[config.mk]
export PLATFORM = sky130hd
export DESIGN_NAME = fetch_unit
export DESIGN_NICKNAME = d
export VERILOG_FILES = /design/src/rtl/fetch_pkg.sv /design/src/rtl/fetch_target_gen.sv /design/src/rtl/fetch_unit.sv
export SDC_FILE = /design/constraint.sdc
export NUM_CORES = 1
export LEC_CHECK = 0
export ABC_AREA = 1
export CORE_MARGIN = 2
export CORE_UTILIZATION = 25
export CTS_CLUSTER_DIAMETER = 200
export CTS_CLUSTER_SIZE = 8
export DETAILED_ROUTE_END_ITERATION = 16
export PLACE_DENSITY_LB_ADDON = 0.12
export REMOVE_ABC_BUFFERS = 1
export SLEW_MARGIN = 10
export SYNTH_ARGS = -nofsm -noshare
export SYNTH_HDL_FRONTEND = slang
export SYNTH_SLANG_ARGS = --single-unit
[constraint.sdc]
create_clock -name clk -period 8.4 [get_ports clk]
set_clock_uncertainty 0.05 [all_clocks]
set_input_delay 1.68 -clock clk [delete_from_list [all_inputs] [get_ports clk]]
set_output_delay 1.68 -clock clk [all_outputs]
set_load 0.01 [all_outputs]
[src/rtl/fetch_pkg.sv]
// Shared types and constants for the instruction-fetch stage.
package fetch_pkg;

  typedef enum logic [1:0] {
    FETCH = 2'd0,
    WAIT  = 2'd1,
    DROP  = 2'd2
  } fetch_state_e;

  localparam logic [1:0] RK_BRANCH = 2'b00;
  localparam logic [1:0] RK_JUMP   = 2'b01;
  localparam logic [1:0] RK_JR     = 2'b10;

  localparam int INSTR_BYTES = 4;

endpackage

[src/rtl/fetch_target_gen.sv]
// Combinational redirect-target calculation for branch, jump and jump-register.
module fetch_target_gen
  import fetch_pkg::*;
#(
  parameter int XLEN = 32
) (
  input  logic [1:0]      redir_kind,
  input  logic [XLEN-1:0] redir_base,
  input  logic [XLEN-1:0] redir_imm,
  input  logic [25:0]     redir_index,
  input  logic [XLEN-1:0] redir_reg,
  output logic [XLEN-1:0] target,
  output logic            misalign
);

  always_comb begin
    // NOTE: every output gets a default first so no path leaves it unassigned (no latch).
    target   = redir_base + (redir_imm << 2);
    misalign = 1'b0;
    case (redir_kind)
      RK_JUMP: target = {redir_base[XLEN-1:28], redir_index, 2'b00};
      RK_JR: begin
        // The low bits are forced to zero; the fault is only reported, not trapped.
        target   = {redir_reg[XLEN-1:2], 2'b00};
        misalign = |redir_reg[1:0];
      end
      default: ;
    endcase
  end

endmodule

[src/rtl/fetch_unit.sv]
// Instruction-fetch stage: PC, single-outstanding request FSM, IF/ID register
// and redirect/flush handling.
module fetch_unit
  import fetch_pkg::*;
#(
  parameter int              XLEN     = 32,
  parameter logic [XLEN-1:0] RESET_PC = '0
) (
  input  logic            clk,
  input  logic            reset,
  output logic            imem_req,
  output logic [XLEN-1:0] imem_addr,
  input  logic            imem_rvalid,
  input  logic [XLEN-1:0] imem_rdata,
  output logic            id_valid,
  input  logic            id_ready,
  output logic [XLEN-1:0] id_instr,
  output logic [XLEN-1:0] id_pc_plus4,
  input  logic            redir_valid,
  input  logic [1:0]      redir_kind,
  input  logic [XLEN-1:0] redir_base,
  input  logic [XLEN-1:0] redir_imm,
  input  logic [25:0]     redir_index,
  input  logic [XLEN-1:0] redir_reg,
  output logic            misalign_err
);

  fetch_state_e    state_q, state_d;
  logic [XLEN-1:0] pc_q, pc_d;
  logic [XLEN-1:0] instr_q, instr_d;
  logic [XLEN-1:0] pc4_q, pc4_d;
  logic            valid_q, valid_d;

  logic [XLEN-1:0] target;
  logic            misalign;
  logic            redir_fire;
  logic [XLEN-1:0] pc_next;

  fetch_target_gen #(.XLEN(XLEN)) u_target_gen (
    .redir_kind  (redir_kind),
    .redir_base  (redir_base),
    .redir_imm   (redir_imm),
    .redir_index (redir_index),
    .redir_reg   (redir_reg),
    .target      (target),
    .misalign    (misalign)
  );

  assign redir_fire   = redir_valid && (redir_kind != 2'b11);
  assign misalign_err = redir_valid && misalign;
  assign pc_next      = pc_q + XLEN'(INSTR_BYTES);

  assign imem_addr   = pc_q;
  assign id_valid    = valid_q;
  assign id_instr    = instr_q;
  assign id_pc_plus4 = pc4_q;

  always_comb begin
    state_d  = state_q;
    pc_d     = pc_q;
    valid_d  = valid_q;
    instr_d  = instr_q;
    pc4_d    = pc4_q;
    imem_req = 1'b0;

    if (redir_fire) begin
      // A response still in flight must be swallowed before fetching the target.
      pc_d    = target;
      valid_d = 1'b0;
      state_d = (state_q != FETCH && !imem_rvalid) ? DROP : FETCH;
    end else begin
      if (valid_q && id_ready) valid_d = 1'b0;
      case (state_q)
        FETCH: begin
          imem_req = !valid_q || id_ready;
          if (imem_req) state_d = WAIT;
        end
        WAIT: begin
          if (imem_rvalid) begin
            instr_d = imem_rdata;
            pc4_d   = pc_next;
            valid_d = 1'b1;
            pc_d    = pc_next;
            state_d = FETCH;
          end
        end
        DROP: begin
          if (imem_rvalid) state_d = FETCH;
        end
        default: state_d = FETCH;
      endcase
    end
  end

  always_ff @(posedge clk or posedge reset) begin
    if (reset) begin
      state_q <= FETCH;
      pc_q    <= RESET_PC;
      valid_q <= 1'b0;
      instr_q <= '0;
      pc4_q   <= '0;
    end else begin
      // NOTE: non-blocking updates so every flop samples the pre-edge values.
      state_q <= state_d;
      pc_q    <= pc_d;
      valid_q <= valid_d;
      instr_q <= instr_d;
      pc4_q   <= pc4_d;
    end
  end

endmodule

; After elaboration in Yosys (flattened, before gate mapping)
; Index checks and enable logic that the tools add are counted.
[word_totals]
regBits = 99
input_bits = 161
output_inout_bits = 99
[classes]
n_addsub = 2
eq_ne = 7
n_mux = 16
bitwise_logic = 1
reduce_logical = 16
[op_table]
columns = cell, n
row1 = $mux 32, 3
row2 = $pmux 32 s2, 1
row3 = $add 32x3->32 const B, 1
row4 = $add 32x32->32, 1
row5 = $mux 2, 4
row6 = $mux 1, 7
row7 = $reduce_bool 2->1, 3
row8 = $eq 2x1->1 const B, 2
row9 = $eq 2x2->1 const B, 2
row10 = $logic_and 1x1->1, 4
row11 = $pmux 2 s2, 1
row12 = $reduce_and 2->1, 2
row13 = $reduce_or 2->1, 2
row14 = $ne 3x1->1 const B, 1
row15 = $ne 3x3->1 const B, 1
row16 = $reduce_and 3->1, 1
row17 = $logic_not 1->1, 2
row18 = $logic_not 2->1, 1
row19 = $ne 2x2->1 const B, 1
row20 = $logic_or 1x1->1, 1
row21 = $not 1->1, 1

; Longest topological paths before layout
[depth]
word_depth = 5
mapped_depth = 15
depth_no_buf = 15

; Cells and area by module
; From an unflattened synthesis, not the netlist that was laid out.
[unflattened]
hier_cells = 1171
hier_area_um2 = 7514.7
[by_module_without_submodules]
columns = mod, instances, cells_per_inst, area_per_inst_um2
row1 = fetch_unit, 1, 610, 4735.8
row2 = fetch_target_gen, 1, 561, 2778.9

; Worst setup path after synthesis
; Ideal clock, no wire load.
[synth_timing]
path_type = input port to output port
from = in redir_kind[0]
to = out misalign_err
arrival_time_ns = 2.464
slack_ns = 4.206
cell_stages = 5
path_buffers = 1
path_cell_list = inv_1 ha_1 clkbuf_1 o21ai_0 nor2_1
[synth_via]
elab_chain_cells = 3
[synth_rtl]
columns = item, line
row1 = start: declaration, fetch_unit.sv:20  ; input logic [1:0] redir_kind,
row2 = $eq 2x2->1, fetch_target_gen.sv:20  ; case (redir_kind)
row3 = $mux 1, fetch_target_gen.sv:20
row4 = $logic_and 1x1->1, fetch_unit.sv:50  ; assign misalign_err = redir_valid && misalign;
row5 = end: declaration, fetch_unit.sv:25  ; output logic misalign_err
; Every way passes these cells.

; Worst setup path after layout
[layout_timing]
from = in redir_kind[0]
to = out imem_req
[layout_via]
elab_chain_cells = 3
[layout_rtl]
columns = item, line
row1 = $ne 2x2->1, fetch_unit.sv:49  ; assign redir_fire = redir_valid && (redir_kind != 2'b11);
row2 = $logic_and 1x1->1, fetch_unit.sv:49
row3 = $mux 1, fetch_unit.sv:66  ; if (redir_fire) begin
row4 = end: declaration, fetch_unit.sv:11  ; output logic imem_req,
; Every way passes these cells.

==> results.json <==
{
  "status": "completed",
  "finalSetupViolations": 0,
  "die_y_um": 176.9,
  "netlist_area_um2": 7477,
  "cp_cell_sequence": "clkdlybuf4s50_1 -> ha_1 -> nor2_2 -> buf_4 -> inv_2 -> nand2_1 -> nor2_1 -> clkdlybuf4s50_1",
  "fmax_mhz": 178.0,
  "io-pin-count": 260,
  "antenna_found_initial": 1,
  "hold_viol": 0,
  "grt_pass1_vias": 7615,
  "synth_flop_cell": "dfrtp_1",
  "htreeDepth": 3,
  "grt_max_degree": 77,
  "switchingPower_mw": 0.9783,
  "cts_tree": "built",
  "clock_path_buffers": 2,
  "hold_buffers": 0,
  "power_density_nw_per_um2": 229.9,
  "worst_slack_ps": 2781,
  "port_buffers": 257,
  "clock_sinks": 99,
  "slew_headroom_pct": 32.06,
  "drv_slew": 0,
  "wl_per_cell_um": 15.47,
  "cts_resized": 0,
  "hold_path_class": "reg2reg",
  "syn_avg_cell_area_um2": 6.485,
  "power_mw": 2.466,
  "layout.cells.non_filler": 1789,
  "vdd_drop_max_mv": 0.09998,
  "yosys_warnings": 0,
  "startpoint_type": "input pin",
  "critical_path_arrival_ps": 3890,
  "synth_edf_count": 0,
  "avgViaCountPerCell": 4.456,
  "cts_root_buf": "clkbuf_16",
  "clkPwrFrac_pct": 16.0,
  "p_int_mw": 1.488,
  "pwr-share-seq_pct": 34.6,
  "post_dp_cell_area_um2": 10450,
  "ys_seq_elements": 99,
  "grt_pass1_wl_um": 42380,
  "combPwrFrac_pct": 49.4,
  "rows": 63,
  "p_leak_nw": 5.256,
  "dieArea_um2": 31310,
  "drt_iter0_markers": 398,
  "postCtsSetupRepairBufs": 0,
  "cpPeakStageDelay_ps": 540,
  "dr.pass1.iters": 5,
  "timing.reg2reg.setup_slack_ps": 5720,
  "critical_path_class": "in2out",
  "grt_overflow": 0,
  "syn_inst": 1153,
  "cts_buffers": 9,
  "worst_slew_pin_slew_ps": 1019,
  "timing.critical_path.mode_cell": "clkdlybuf4s50_1",
  "worst_path_max_delay_cell": "clkdlybuf4s50_1",
  "place.gp.congestion": 0.8957,
  "place_inst": 1772,
  "crit_fanout": 32,
  "drt.antenna.violating_nets": 0,
  "utilization_pct": 36.29,
  "drive_above_1_share_pct": 3.219,
  "fin_hold_ws_ps": 419.0,
  "swShare_pct": 39.67,
  "clk_pin_slew_worst_paths_ps": 70,
  "drc_errors": 0,
  "vias": 7972,
  "filler_cell_count": 3202,
  "period_minus_slack_ps": 5619,
  "cp-end-kind": "output pin",
  "post-route-cell-area_um2": 10730,
  "syn2layout_area_growth_pct": 43.46,
  "critPathRequiredTime_ps": 6670,
  "routed_wl_um": 27680,
  "dp_hpwl_um": 21930,
  "initial_core_util_pct": 25.30,
  "yosysSeqAreaShare_pct": 33.13,
  "fin_nets": 1590,
  "fin_setup_tns_ps": 0,
  "maxCapViolCount": 0,
  "grt_usage_pct": 17.55,
  "fin_crit_sh_pct": 66.89,
  "clk_latency_ps": 360,
  "rsz0062_at_grt": "no",
  "async_flop_share_pct": 100.0,
  "die_w_um": 176.9,
  "place_ws_ps": 2748,
  "yosysUniqueCellTypes": 43,
  "design.core.area_um2": 29560
}
## critical path, delay by kind of cell
kind | cells | cell delay, ps
adders and majority gates | 1 | 180
buffers and inverters | 4 | 1750
and+or+nand+nor | 3 | 280
## cell families after synthesis
group,after synthesis,share of synthesized area [%]
compound gates,147,11.88
simple gates,668,36.86
buf+inv,179,9.187
xor+xnor,24,2.811
flops,99,33.13
fa+ha+maj,36,6.125
## path summary, 6_finish.rpt
path                                     startpoint                        end  cells after the start
hold / removal             id_instr[29]$_DFFE_PP0P_   id_instr[29]$_DFFE_PP0P_                      2
max in group asynchronous                     reset   id_instr[19]$_DFFE_PP0P_                      3
min in group asynchronous                     reset   id_instr[27]$_DFFE_PP0P_                      2
setup reg to reg             state_q[0]$_DFFE_PP0P_  imem_addr[24]$_DFFE_PP0P_                      9
hold reg to reg            id_instr[29]$_DFFE_PP0P_   id_instr[29]$_DFFE_PP0P_                      2
setup / recovery                      redir_kind[0]                   imem_req                      8
## cell usage after synthesis (9+ instances only)
master,instances,area [um2]
nand4_1,13,81.33
nor3_1,17,85.08
o21ai_0,42,210.2
xor2_1,18,157.7
nand2_1,466,1749
nand3_1,71,355.3
dfrtp_1,99,2477
ha_1,35,437.9
nor2_1,75,281.5
a22o_1,22,192.7
a21oi_1,49,245.2
o21ai_1,9,45.04
inv_1,135,506.7
clkbuf_1,25,93.84
## power groups by stage
stage          sequential (mW)  combinational (mW)  clock (mW)
2_1_floorplan            0.924               0.468           0
3_3_place_gp             0.855                1.23           0
3_5_place_dp             0.863                1.23           0
4_1_cts                  0.854                1.24       0.412
5_1_grt                  0.883                1.35       0.427
6_report                 0.853                1.22       0.395
## per-layer routing
| layer | GRT usage [%] | part of all wire, % |
|---|---|---|
| met3 | 2.019 | 4.8 |
| met5 | 0 | 0 |
| met1 | 23.30 | 46 |
| met4 | 4.477 | 1.4 |
| met2 | 30.19 | 47 |
## state kept, by name, indices dropped and copies added, names as in the netlist
signal,flops
id_valid,1
state_q,2
id_instr,32
imem_addr,32
id_pc_plus4,32
## cell usage in the layout (no fill, tap or decap), types with 7 or more instances in the layout
cell type | Yosys | layout
ha_1 | 35 | 35
buf_4 | 2 | 7
nand2_1 | 466 | 466
a22o_1 | 22 | 22
a21oi_1 | 49 | 49
nand3_1 | 71 | 71
o21ai_1 | 9 | 9
dfrtp_1 | 99 | 99
nor3_1 | 17 | 17
xor2_1 | 18 | 18
clkbuf_16 | 0 | 9
clkdlybuf4s50_1 | 0 | 257
inv_1 | 135 | 134
nand4_1 | 13 | 13
o21ai_0 | 42 | 42
nor2_1 | 75 | 75
## layout make-up
class,count,area [um2],area share (%)
antenna,1,2.502,0.02333
clock buffer,12,246.5,2.298
clock inverter,4,26.28,0.2450
inverter,144,543.0,5.062
multi-input combinational,875,4318,40.25
sequential,99,2477,23.10
tap,390,488.0,4.549
timing repair buffer,264,2625,24.47
Note: power is estimated with default switching activity, not from simulation.
